===== src/rtl/tank_pkg.sv =====
// Shared types for the per-tank movement controller.
// Direction encoding, FSM states and step deltas.
package tank_pkg;

  typedef enum logic [2:0] {
    UP    = 3'd0,
    DOWN  = 3'd1,
    LEFT  = 3'd2,
    RIGHT = 3'd3,
    STAND = 3'd4
  } dir_e;

  typedef enum logic {
    S_COUNT = 1'b0,
    S_REQ   = 1'b1
  } mv_state_e;

  typedef struct packed {
    logic signed [1:0] dx;
    logic signed [1:0] dy;
  } delta_t;

  function automatic delta_t step_delta(input dir_e d);
    delta_t r;
    r = '0;
    case (d)
      UP:      r.dy = 2'sd1;
      DOWN:    r.dy = -2'sd1;
      LEFT:    r.dx = -2'sd1;
      RIGHT:   r.dx = 2'sd1;
      default: r = '0;
    endcase
    return r;
  endfunction

endpackage


===== src/rtl/tank_step_calc.sv =====
// Combinational one-cell step: candidate position and arena check.
// One extra bit exposes underflow below 0 and overflow past the range.
module tank_step_calc
  import tank_pkg::*;
#(
  parameter int COORD_W = 6,
  parameter int GRID_W  = 40,
  parameter int GRID_H  = 30,
  parameter int MARGIN  = 1
) (
  input  logic [COORD_W-1:0] x_i,
  input  logic [COORD_W-1:0] y_i,
  input  dir_e               dir_i,
  output logic [COORD_W-1:0] cand_x_o,
  output logic [COORD_W-1:0] cand_y_o,
  output logic               in_bounds_o
);

  localparam logic [COORD_W-1:0] LO   = COORD_W'(MARGIN);
  localparam logic [COORD_W-1:0] HI_X = COORD_W'(GRID_W - 1 - MARGIN);
  localparam logic [COORD_W-1:0] HI_Y = COORD_W'(GRID_H - 1 - MARGIN);

  delta_t d;
  logic [COORD_W:0] nx;
  logic [COORD_W:0] ny;

  always_comb begin
    d  = step_delta(dir_i);
    nx = {1'b0, x_i} + {{(COORD_W-1){d.dx[1]}}, d.dx};
    ny = {1'b0, y_i} + {{(COORD_W-1){d.dy[1]}}, d.dy};
  end

  assign cand_x_o = nx[COORD_W-1:0];
  assign cand_y_o = ny[COORD_W-1:0];

  assign in_bounds_o = !nx[COORD_W] && !ny[COORD_W]
                    && (cand_x_o >= LO) && (cand_x_o <= HI_X)
                    && (cand_y_o >= LO) && (cand_y_o <= HI_Y);

endmodule


===== src/rtl/tank_mover.sv =====
// Per-tank movement controller: counts held frames, proposes a step,
// and commits it only after Game returns an unblocked verdict.
module tank_mover
  import tank_pkg::*;
#(
  parameter int COORD_W     = 6,
  parameter int GRID_W      = 40,
  parameter int GRID_H      = 30,
  parameter int MARGIN      = 1,
  parameter int HOLD_FRAMES = 5,
  parameter int INIT_X      = 2,
  parameter int INIT_Y      = 2,
  parameter int INIT_DIR    = 0
) (
  input  logic               clk,
  input  logic               rst_n,
  input  logic               respawn,
  input  logic [COORD_W-1:0] initial_x,
  input  logic [COORD_W-1:0] initial_y,
  input  logic [1:0]         initial_direction,
  input  logic [2:0]         direction_in,
  input  logic               valid_take_direction,
  output logic               move_req,
  output logic [COORD_W-1:0] cand_x,
  output logic [COORD_W-1:0] cand_y,
  input  logic               move_ack,
  input  logic               move_blocked,
  output logic [COORD_W-1:0] tank_x_pos,
  output logic [COORD_W-1:0] tank_y_pos,
  output logic [1:0]         direction_out,
  output logic               moved
);

  localparam int CW = $clog2(HOLD_FRAMES + 1);
  localparam logic [CW-1:0] CNT_MAX = CW'(HOLD_FRAMES - 1);

  mv_state_e          state_q, state_d;
  logic [CW-1:0]      cnt_q, cnt_d;
  dir_e               last_q, last_d;
  logic [COORD_W-1:0] x_q, x_d, y_q, y_d;
  logic [COORD_W-1:0] cx_q, cx_d, cy_q, cy_d;
  logic [1:0]         face_q, face_d;
  logic               req_q, req_d;
  logic               moved_q, moved_d;

  dir_e               dir_n;
  logic [COORD_W-1:0] step_x, step_y;
  logic               step_ok;

  // Codes 5-7 are folded onto STAND
  assign dir_n = (direction_in > 3'd4) ? STAND : dir_e'(direction_in);

  tank_step_calc #(
    .COORD_W (COORD_W),
    .GRID_W  (GRID_W),
    .GRID_H  (GRID_H),
    .MARGIN  (MARGIN)
  ) u_calc (
    .x_i         (x_q),
    .y_i         (y_q),
    .dir_i       (dir_n),
    .cand_x_o    (step_x),
    .cand_y_o    (step_y),
    .in_bounds_o (step_ok)
  );

  always_ff @(posedge clk or negedge rst_n) begin
    if (!rst_n) begin
      state_q <= S_COUNT;
      cnt_q   <= '0;
      last_q  <= STAND;
      x_q     <= COORD_W'(INIT_X);
      y_q     <= COORD_W'(INIT_Y);
      cx_q    <= '0;
      cy_q    <= '0;
      face_q  <= 2'(INIT_DIR);
      req_q   <= 1'b0;
      moved_q <= 1'b0;
    end else begin
      state_q <= state_d;
      cnt_q   <= cnt_d;
      last_q  <= last_d;
      x_q     <= x_d;
      y_q     <= y_d;
      cx_q    <= cx_d;
      cy_q    <= cy_d;
      face_q  <= face_d;
      req_q   <= req_d;
      moved_q <= moved_d;
    end
  end

  always_comb begin
    state_d = state_q;
    cnt_d   = cnt_q;
    last_d  = last_q;
    x_d     = x_q;
    y_d     = y_q;
    cx_d    = cx_q;
    cy_d    = cy_q;
    face_d  = face_q;
    req_d   = req_q;
    moved_d = 1'b0;
    if (respawn) begin
      x_d     = initial_x;
      y_d     = initial_y;
      face_d  = initial_direction;
      cnt_d   = '0;
      last_d  = STAND;
      req_d   = 1'b0;
      state_d = S_COUNT;
    end else begin
      case (state_q)
        S_COUNT: begin
          if (valid_take_direction) begin
            if (dir_n == STAND || dir_n != last_q) begin
              last_d = dir_n;
              cnt_d  = '0;
            end else if (cnt_q < CNT_MAX) begin
              cnt_d = cnt_q + CW'(1);
            end else begin
              // Facing turns even if the step is clamped
              cnt_d  = '0;
              face_d = dir_n[1:0];
              if (step_ok) begin
                cx_d    = step_x;
                cy_d    = step_y;
                req_d   = 1'b1;
                state_d = S_REQ;
              end
            end
          end
        end
        S_REQ: begin
          if (move_ack) begin
            req_d   = 1'b0;
            state_d = S_COUNT;
            if (!move_blocked) begin
              x_d     = cx_q;
              y_d     = cy_q;
              moved_d = 1'b1;
            end
          end
        end
        default: state_d = S_COUNT;
      endcase
    end
  end

  assign move_req      = req_q;
  assign cand_x        = cx_q;
  assign cand_y        = cy_q;
  assign tank_x_pos    = x_q;
  assign tank_y_pos    = y_q;
  assign direction_out = face_q;
  assign moved         = moved_q;

endmodule


===== config.mk =====
export PLATFORM = sky130hd
export DESIGN_NAME = tank_mover
export DESIGN_NICKNAME = d
export VERILOG_FILES = /design/src/rtl/tank_pkg.sv /design/src/rtl/tank_step_calc.sv /design/src/rtl/tank_mover.sv
export SDC_FILE = /design/constraint.sdc
export NUM_CORES = 1
export LEC_CHECK = 0
export BUFFER_PORTS_ARGS = -buffer_cell sky130_fd_sc_hd__buf_4
export CORE_MARGIN = 2
export CORE_UTILIZATION = 60
export CTS_BUF_LIST = sky130_fd_sc_hd__clkbuf_4
export DETAILED_ROUTE_END_ITERATION = 10
export PLACE_DENSITY = 0.89
export SLEW_MARGIN = 20
export SYNTH_ARGS = -nofsm -noshare
export SYNTH_HDL_FRONTEND = slang
export SYNTH_SLANG_ARGS = --single-unit
export TNS_END_PERCENT = 5

===== constraint.sdc =====
create_clock -name clk -period 6.6 [get_ports clk]
set_input_delay 0.33 -clock clk [delete_from_list [all_inputs] [get_ports clk]]
set_output_delay 0.33 -clock clk [all_outputs]
set_load 0.005 [all_outputs]

# Yosys cells after proc, flatten, opt, wreduce, memory -nomap -nowiden
# Index checks and enable logic that the tools add are counted.
# totals
regBits	35
out_inout_bits	28
# classes
n_mux	43
eq_ne	14
n_addsub	3
order_cmp	6
reduce_logical	19
bitwise	4
# ops
cell	n
two-way mux 6 bit	8
two-way mux 3 bit	10
two-way mux 1 bit	16
inequality test 3 bit (second input constant)	5
adder 6 x 7 -> 7 bit	2
greater-or-equal comparator 6 x 1 -> 1 bit (second input constant)	2
two-way mux 2 bit	5
inequality test 2 bit (second input constant)	4
one-hot mux 2 bit (2 select lines)	2
nonzero test 2 bit	4
equality test 3 x 2 -> 1 bit (second input constant)	2
less-or-equal comparator 6 x 5 -> 1 bit (second input constant)	1
less-or-equal comparator 6 bit (second input constant)	1
AND reduction 3 bit	2
AND reduction 6 bit	1
logical AND 1 bit	5
AND reduction 5 bit	1
inverter 1 bit	4
one-hot mux 1 bit (2 select lines)	2
AND reduction 4 bit	1
adder 3 x 1 -> 3 bit (second input constant)	1
equality test 3 x 1 -> 1 bit (second input constant)	1
equality test 3 bit (second input constant)	1
greater-than comparator 3 bit (second input constant)	1
6 further kinds	7

# Longest topological paths before layout
# Gate-level depths: netlist (run 1).
# depth
word_depth	17
mapped_depth	12
mapped_depth_nobuf	11

# Modules after synthesis
# Synthesis (run 1) repeated with hierarchy kept, for this count alone.
# hier_totals
hier_cells	210
area_unflattened_um2	2242.2
# modules_own_cells
module	area_each_um2	cells_per_inst	n_inst
tank_mover	1625.3	132	1
tank_step_calc	616.8	78	1

# Worst setup path after synthesis (run 1)
# OpenSTA, ideal clock, no wires.
# synth_path
path_type	input-to-reg
startpoint	input port direction_in[2]
endpoint	register cy_q[4] (netlist: cand_y[4])
t_arrival_ps	3170
setup_time_ps	125
path_buffers	2
cell_stages	12
path_slack_ps	3305
path_cell_list	or3b_1 clkbuf_1 inv_1 ha_1 a211oi_1 nor2_1 or4b_2 o211ai_1 a21oi_4 o21ai_2 buf_6 mux2_4
# synth_between
elab_chain_len	12
elab_cells_between_ends	26
# synth_rtl
item	line_no	source
start: declaration	tank_mover.sv:21	input logic [2:0] direction_in,
greater-than comparator 3 bit	tank_mover.sv:51	assign dir_n = (direction_in > 3'd4) ? STAND : dir_e'(direction_in);
two-way mux 3 bit (*)	tank_mover.sv:51	
parallel branches: the longest is 10 deep, another holds adder 6 x 7 -> 7 bit	n/a	
end signal: assignment	tank_mover.sv:86	cy_q <= cy_d;
end: declaration	tank_mover.sv:41	logic [COORD_W-1:0] cx_q, cx_d, cy_q, cy_d;
# Mark *: on every way between the ends.
# A chain may end at the register's enable or synchronous reset.

# Worst setup path after layout (run 1)
# layout_path
startpoint	input port direction_in[2]
endpoint	register cy_q[0] (netlist: cand_y[0])
# The elaborated chain is that of the path after synthesis.

==> flow_summary.ini, run 1 <==
[sta]
min_period_over_period = 0.512
finalCriticalPeriod_ns = 3.38
max_slew_margin = 0.576
fmax_ghz = 0.296
slew_viol_final = 0
hold_viol = 0
rsz0062_at_grt = no
setup_tns_ns = 0
worst_slack_ns = 3.22
clock_skew_ns = 0.00409
setup-violations-final = 0
tightest_slew_ns = 0.636

[clocking]
clk_latency_ns = 0.33
cts_num_sinks = 35
cts_buffer_depth = 2
cts_root_buf = clkbuf_4
cts_tree = yes
cts_buffers = 5
cts.htree.levels = 2
clk_pin_slew_ns = 0.09

[place]
io_buffers = 50
place.gp.congestion = 0.881
post-place-cells = 305
pre_cts_slack_ns = 2.90
place_area_um2 = 2550
hpwl_mm = 3.31

[logic_synthesis]
yosysUniqueCellTypes = 54
synthFlopType = dfrtp_1
ys_warn_count = 0
synth_nets = 254
postSynthCellCount = 221
ys_seq_area_frac = 0.406
ys_ff_latch = 35
synth_top_area_share = 0.370
synth_area_um2 = 2170
synth_edf_count = 0
synthTopCellsByArea = dfrtp_1 (37%), mux2i_1 (8.8%), ha_1 (5.2%), o21ai_0 (4.4%), dfstp_2 (3.6%)
avgSynthCellArea_um2 = 9.80
synth_area_leader_cell = dfrtp_1
synthArstFlopShare = 1.00

[layout]
stdcell_area_um2 = 2610
final_cell_mix = buf_4 (51), dfrtp_1 (32), nand2_1 (20)
area_growth_pct = 20.6
layout_commonest_cell = buf_4
nFillCells = 245
layout.nets = 300
num_antenna_cells = 0
final_layout_size_suffix_gt1_frac = 0.295
utilization = 0.770
layout.cells.non_filler = 314
multi_input_area_um2 = 1200
regArea_um2 = 880

[power_and_ir_drop]
sw_frac_of_total = 0.289
pwr-share-comb = 0.212
max-vdd-ir-drop_v = 0.000128
leakage_nw = 1.30
power_frac_seq = 0.537
switching_power_w = 0.000127
powerDensity_nw_per_um2 = 168
clkPwrFrac = 0.251
p_int_w = 0.000312

[setup_path]
cp_data_arrival_time_ns = 3.61
critPathKind = primary input to register
r2r_setup_slack_ns = 3.26
cp.required_ns = 6.83
critPathMaxFanout = 13
startpoint_type = primary input
critPathCaptureType = register

[grt]
grt_antenna_before_repair = 0
grt_util_all_layers = 0.242
grt_pass1_vias = 1717
grt_max_degree = 39
grt_pass1_wl_mm = 7.66
grt-ovfl-total = 0

[floorplan]
num_rows = 21
start_util = 0.639
dieArea_um2 = 4110
dieHeight_um = 64.1
io_pins = 51
fp.dieW_um = 64.1
core_area_um2 = 3390

[route]
routed-via-count = 1757
wl_mm = 4.50
initialDrtViolationCount = 112
vias_per_cell = 5.60
drc = 0
wl_per_cell_um = 14.3
drtAntennaViolNets = 0
drt-pass1-iter-count = 4

[run_status]
outcome = finished, final reports clean

[worst_hold_path]
worst_hold_path_type = primary input to register

[run]
cap_violations = 0
-- flip-flops by register name, summed over array words and instances (netlist names) --
register       count
state_q            1
direction_out      2
last_q             3
cand_x             6
tank_x_pos         6
move_req           1
cand_y             6
cnt_q              3
moved              1
tank_y_pos         6
-- layout make-up --
type,count,share of cell area
Tap cell,46,0.0220
Clock buffer,6,0.0172
Timing Repair Buffer,52,0.150
Clock inverter,2,0.00287
Inverter,7,0.0101
Multi-Input combinational cell,166,0.460
Sequential cell,35,0.337
-- power by group through the flow --
stage	clock, W	sequential (W)	combinational [W]
global placement	0	0.000240	0.0000908
floorplan	0	0.000235	0.0000586
finish	0.000110	0.000236	0.0000933
CTS	0.000113	0.000236	0.0000937
global route	0.000125	0.000237	0.000105
detailed placement	0	0.000240	0.0000928
-- metal layers --
layer | part of all wire | global-route usage
met1 | 0.45 | 0.318
met2 | 0.47 | 0.392
met3 | 0.057 | 0.0546
met4 | 0.016 | 0.0870
met5 | 0 | 0
-- critical path, cell delays in order --
cell	delay [ns]
buf_4	0.13
or3b_1	0.48
inv_1	0.19
ha_1	0.26
a211oi_1	0.38
nor2_1	0.18
or4b_2	0.69
o211ai_1	0.16
a21oi_4	0.12
o21ai_2	0.27
mux2_2	0.40
-- stage by stage --
step	total power (W)	hold WS [ns]
floorplan	0.000294	0.0344
global placement	0.000331	0.299
detailed placement	0.000333	0.297
CTS	0.000443	0.178
global route	0.000468	0.193
finish	0.000439	0.189
-- logic make-up (layout without fill, tap and decap cells) --
| kind of cell | count (synthesis) | after routing | share of synthesized area |
|---|---|---|---|
| buffers and inverters | 20 | 67 | 0.0387 |
| XOR/XNOR | 9 | 9 | 0.0364 |
| flip-flops | 35 | 35 | 0.406 |
| multiplexers | 23 | 23 | 0.110 |
| AND/OR/NAND/NOR | 76 | 76 | 0.195 |
| AO/OA/AOI/OAI | 48 | 48 | 0.152 |
| adder cells (fa/ha/maj) | 10 | 10 | 0.0612 |
-- repair_timing --
item,in CTS,in global routing
hold buffers,1,0
buffers inserted,0,0
hold endpoints to repair,32,0
resized for setup,0,0
-- Yosys cell counts, types with 3 or more instances --
master and n:
a21oi_1 4, a22o_2 3, a31oi_1 4, and3_1 3, clkbuf_1 10, dfrtp_1 32, dfstp_2 3, ha_1 9
inv_1 7, mux2_2 3, mux2i_1 19, nand2_1 20, nand2b_1 4, nand4_1 4, nor2_1 19, nor3_1 3
o211ai_1 3, o21ai_0 19, or2_2 3, xnor2_1 4, xor2_1 5
-- final timing paths --
| path | startpoint | end | depth (start not counted) |
|---|---|---|---|
| max | direction_in[2] | cand_y[0] | 11 |
| min | move_ack | state_q | 2 |
| max reg2reg | tank_y_pos[1] | cand_y[0] | 9 |
| min reg2reg | move_req | move_req | 2 |
| max in group asynchronous | rst_n | last_q[2] | 2 |
| min in group asynchronous | rst_n | tank_y_pos[4] | 2 |
(Power assumes the default switching activity.)
==> run 2: changes to the inputs <==
CORE_UTILIZATION = 56   (was 60)
PLACE_DENSITY = 0.84   (was 0.89)
clock period = 3.2 ns   (was 6.6 ns; I/O delays follow)
==> flow_summary.ini, run 2 (same netlist as run 1, synthesis figures left out) <==
[setup_path]
startpoint_type = register
critPathKind = register to register
cp.required_ns = 3.44
cp_data_arrival_time_ns = 3.29
crit_chain = inv_1 -> fa_1 -> nand2b_1 -> a21oi_2 -> or4b_2 -> o211ai_1 -> a21oi_4 -> o21ai_2 -> mux2_2
max_stage_delay_ns = 0.61
critPathMaxFanout = 6
critPathCaptureType = register
critPathSlowestCell = or4b_2

[floorplan]
dieArea_um2 = 4380
fp.dieW_um = 66.2
core_area_um2 = 3690
num_rows = 22
start_util = 0.587
io_pins = 51
dieHeight_um = 66.2

[layout]
num_antenna_cells = 0
layout.nets = 309
nFillCells = 290
layout_commonest_cell = buf_4
area_growth_pct = 24.6
final_cell_mix = buf_4 (58), dfrtp_1 (32), nand2_1 (20)
stdcell_area_um2 = 2700
final_layout_size_suffix_gt1_frac = 0.325
utilization = 0.731

[place]
place.gp.congestion = 0.900
hpwl_mm = 3.59
place_area_um2 = 2600
io_buffers = 50
pre_cts_slack_ns = -0.0182

[power_and_ir_drop]
powerDensity_nw_per_um2 = 343
p_total_w = 0.000926
max-vdd-ir-drop_v = 0.000271
leakage_nw = 1.35

[grt]
grt_pass1_wl_mm = 7.91
grt_use_met3 = 0.0562
grt_antenna_before_repair = 0
busiest_layer = met2
grt_util_all_layers = 0.235
grt_pass1_vias = 1722
grt_max_degree = 39
grt_use_met2 = 0.386
met1_usage = 0.310
grt-ovfl-total = 0

[clocking]
clk_pin_slew_ns = 0.10
cts_tree = yes
cts_num_sinks = 35
cts_buffer_depth = 2
cts_buffers = 5
clk_latency_ns = 0.35
cts.htree.levels = 2
cts_root_buf = clkbuf_4

[sta]
fmax_ghz = 0.327
setup_tns_ns = 0
setup-violations-final = 0
finalCriticalPeriod_ns = 3.05
rsz0062_at_grt = no
min_period_over_period = 0.955
tightest_slew_ns = 0.469
max_slew_margin = 0.684
hold_viol = 0
slew_viol_final = 0
clock_skew_ns = 0.00404
worst_slack_ns = 0.145

[route]
drtAntennaViolNets = 0
initialDrtViolationCount = 121
wl_mm = 4.88
vias_per_cell = 5.76
routed-via-count = 1872
wl_per_cell_um = 15.0
drt-pass1-iter-count = 4
drc = 0

[run_status]
outcome = finished, final reports clean

[worst_hold_path]
worst_hold_path_type = primary input to register

[run]
cap_violations = 0
[run 2: cell count changes in the layout (fill, tap and decap cells not counted), sizes merged]
cell / before / now
buf: 51 / 58
dlygate4sd3: 1 / 3
clkbuf: 6 / 5
clkinv: 2 / 3
[run 2: final cells by class]
| class | instances | area, µm² | share of cell area |
|---|---|---|---|
| Multi-Input combinational cell | 166 | 1210 | 0.450 |
| Sequential cell | 35 | 880 | 0.326 |
| Timing Repair Buffer | 61 | 465 | 0.173 |
| Tap cell | 48 | 60.1 | 0.0223 |
| Clock buffer | 5 | 37.5 | 0.0139 |
| Inverter | 7 | 26.3 | 0.00974 |
| Clock inverter | 3 | 15.0 | 0.00557 |
[run 2: path summary, 6_finish.rpt]
path                                 startpoint          endpoint  slack, ns  cells past startpoint
max                               tank_y_pos[1]         cand_y[2]       0.15                      9
min                        initial_direction[0]  direction_out[0]       0.01                      3
max reg2reg                       tank_y_pos[1]         cand_y[2]       0.15                      9
min reg2reg                            move_req          move_req       0.53                      2
max in group asynchronous                 rst_n     tank_x_pos[1]       2.55                      2
min in group asynchronous                 rst_n     tank_y_pos[3]       0.30                      2
[run 2: worst max-delay path, delay by kind of cell (launching register included)]
kind / cells / cell delay (ns)
AND/OR/NAND/NOR: 2 / 0.79
AO/OA/AOI/OAI: 4 / 0.67
flip-flops: 1 / 0.57
adder cells (fa/ha/maj): 1 / 0.47
multiplexers: 1 / 0.38
buffers and inverters: 1 / 0.06
[run 2: metrics by stage]
stage,hold slack [ns],instances
5_1_grt,0.00267,325
3_5_place_dp,0.135,314
6_report,0.0126,325
2_1_floorplan,-0.136,221
3_3_place_gp,0.133,314
4_1_cts,0.00736,325
[run 2: report_power, final]
group	leakage, nW	switching (W)	total [W]	internal (W)
Clock	0.0347	0.000151	0.000233	0.0000816
Combinational	0.867	0.000106	0.000206	0.000100
Sequential	0.451	0.0000254	0.000488	0.000462
[run 2: routing by layer]
layer / vias to the layer above / share of wire / wire length (µm)
met5: - / 0 / 0
li1: 909 / - / -
met2: 50 / 0.48 / 2330
met3: 3 / 0.047 / 229
met1: 910 / 0.47 / 2280
met4: 0 / 0.0088 / 43
[run 2: what timing repair did]
action                                 CTS  global route
buffers inserted                         0             0
setup endpoints to repair                0             4
endpoints found under the hold margin   34             0
resized for setup                        0             2
hold buffers                             3             0
==> run 3: changes to the inputs <==
ABC_AREA = 1   (was default)
CORE_UTILIZATION = 57   (was 56)
PLACE_DENSITY = 0.83   (was 0.84)
==> flow_summary.ini, run 3 <==
[setup_path]
rr_endpoint = cand_x[5]
rr_worst_depth = 14
startpoint_type = register
crit_chain = inv_1 -> fa_1 -> inv_1 -> nand2_1 -> nand2_1 -> nand2_1 -> nand2_1 -> nor2_1 -> nor2_1 -> nand4_1 -> nor2_4 -> nand3_4 -> nand2_1 -> nand2_1
cp_data_arrival_time_ns = 2.80
critPathMaxFanout = 14
cp_common_cell = nand2_1
critPathKind = register to register
max_stage_delay_ns = 0.58
critPathSlowestCell = dfstp_2
cp.required_ns = 3.44
r2r-start = tank_y_pos[1]
r2r_setup_slack_ns = 0.64
critPathCaptureType = register

[sta]
min_period_over_period = 0.800
setup_tns_ns = 0
holdWs_ns = 0.0737
tightest_slew_ns = 0.543
fmax_ghz = 0.391
finalCriticalPeriod_ns = 2.56
max_slew_margin = 0.634
rsz0062_at_grt = no
slew_viol_final = 0
hold_viol = 0
clock_skew_ns = 0.00971
setup-violations-final = 0

[route]
wl_per_cell_um = 13.6
wl_mm = 5.94
initialDrtViolationCount = 147
routed-via-count = 2322
drt-pass1-iter-count = 4
drc = 0
vias_per_cell = 5.30
drtAntennaViolNets = 0

[floorplan]
io_pins = 51
dieHeight_um = 69.2
fp.dieW_um = 69.2
core_area_um2 = 4060
start_util = 0.597
dieArea_um2 = 4780
num_rows = 23

[logic_synthesis]
synth_area_leader_cell = dfrtp_1
synth_nets = 369
synthTopCellsByCount = nand2_1 (78), nor2_1 (44), inv_1 (34), dfrtp_1 (32), nand3_1 (30)
ys_seq_area_frac = 0.363
avgSynthCellArea_um2 = 7.21
synth.most_common_cell = nand2_1
synth_top_area_share = 0.331
yosysUniqueCellTypes = 32
ys_warn_count = 0
synthTopCellsByArea = dfrtp_1 (33%), nand2_1 (12%), nor2_1 (6.8%), nand3_1 (6.2%), nor3_1 (5.6%)
ys_ff_latch = 35
synthArstFlopShare = 1.00
synthFlopType = dfrtp_1
postSynthCellCount = 336
synth_edf_count = 0
synth_area_um2 = 2420

[layout]
area_growth_pct = 19.2
layout_commonest_cell = nand2_1
layout.nets = 420
nFillCells = 359
num_antenna_cells = 0
final_layout_size_suffix_gt1_frac = 0.268
final_cell_mix = nand2_1 (78), buf_4 (52), nor2_1 (44)

[run_status]
outcome = finished, final reports clean

[power_and_ir_drop]
clkPwrFrac = 0.244
p_int_w = 0.000669
leakage_nw = 1.55
sw_frac_of_total = 0.343
powerDensity_nw_per_um2 = 353
switching_power_w = 0.000349
max-vdd-ir-drop_v = 0.000266
pwr-share-comb = 0.277
power_frac_seq = 0.480

[clocking]
cts_root_buf = clkbuf_4
cts.htree.levels = 2
cts_buffers = 5
clk_latency_ns = 0.34
cts_num_sinks = 35
clk_pin_slew_ns = 0.11
cts_tree = yes
cts_buffer_depth = 2
postCtsSetupRepairBufs = 0

[worst_hold_path]
worst_hold_path_type = primary input to register
holdPathStages = 3
min-delay-start = initial_y[1]
hold_end = tank_y_pos[1]

[grt]
grt_util_all_layers = 0.263
grt_pass1_wl_mm = 10.3
grt_antenna_before_repair = 0
grt_pass1_vias = 2195
grt-ovfl-total = 0
grt_max_degree = 36

[place]
hpwl_mm = 4.53
place.gp.congestion = 0.948
io_buffers = 50

[run]
cap_violations = 0
## run 3: changes by cell type after synthesis, sizes merged, moves of 11 or more
| cell | before | now |
|---|---|---|
| nor2 | 19 | 51 |
| mux2i | 19 | 1 |
| nand2 | 20 | 96 |
| nand3 | 2 | 36 |
| inv | 7 | 41 |
| nor3 | 3 | 27 |
| o21ai | 20 | 9 |
## run 3: cell type report
type / instances / area (µm²) / share of cell area
Clock buffer: 6 / 45.0 / 0.0156
Sequential cell: 35 / 880 / 0.305
Clock inverter: 2 / 8.76 / 0.00304
Timing Repair Buffer: 54 / 410 / 0.142
Inverter: 41 / 156 / 0.0542
Tap cell: 50 / 62.6 / 0.0217
Multi-Input combinational cell: 250 / 1320 / 0.458
## run 3: power by group through the flow
| stage | clock network (W) | logic [W] | registers (W) |
|---|---|---|---|
| 6_report | 0.000248 | 0.000282 | 0.000488 |
| 3_3_place_gp | 0 | 0.000271 | 0.000496 |
| 2_1_floorplan | 0 | 0.000187 | 0.000490 |
| 5_1_grt | 0.000262 | 0.000320 | 0.000491 |
| 4_1_cts | 0.000251 | 0.000281 | 0.000488 |
| 3_5_place_dp | 0 | 0.000278 | 0.000496 |
## run 3: how the worst max path moves through the flow
stage,cells past startpoint,start,slack (ns),to
final,14,tank_y_pos[1],0.64,cand_x[5]
after global routing,14,tank_y_pos[1],0.40,cand_y[2]
after CTS,14,tank_y_pos[1],0.65,cand_x[5]
after detailed placement,17,direction_in[2],0.58,cand_x[5]
after global placement,17,direction_in[2],0.63,cand_x[5]
after floorplan,16,direction_in[0],0.79,cand_x[3]
## run 3: cells by family (layout without fill, tap and decap cells)
logic type               count (synthesis)  count (layout)  synth area share
AO/OA/AOI/OAI                           17              17            0.0408
XOR/XNOR                                 1               1           0.00672
adder cells (fa/ha/maj)                 10              10            0.0548
buffers and inverters                   51             103            0.0904
flip-flops                              35              35             0.363
multiplexers                             1               1           0.00413
AND/OR/NAND/NOR                        221             221             0.440
## run 3: layer usage
layer | share of wire | global-route usage
met2 | 0.45 | 0.401
met3 | 0.061 | 0.0451
met1 | 0.48 | 0.386
met5 | 0 | 0
met4 | 0.0086 | 0.0784
## run 3: critical path, delay by kind of cell, from the launching register on
kind	cells	cell delay (ns)
DFF	1	0.58
adders and majority gates	1	0.44
and+or+nand+nor	11	1.25
buffers and inverters	2	0.19
## run 3: through the flow
step,std cells,area (µm²),setup slack [ns],total power [W],utilization
after floorplan,336,2420,0.793,0.000677,-
after global placement,428,2810,0.630,0.000767,0.693
after detailed placement,428,2810,0.582,0.000774,0.693
after CTS,438,2890,0.651,0.00102,0.711
after global routing,438,2890,0.403,0.00107,0.711
final,438,2890,0.639,0.00102,0.711
## run 3: timing repair
action	in CTS	in global routing
hold buffers	2	0
resized for setup	0	0
hold endpoints to repair	33	0
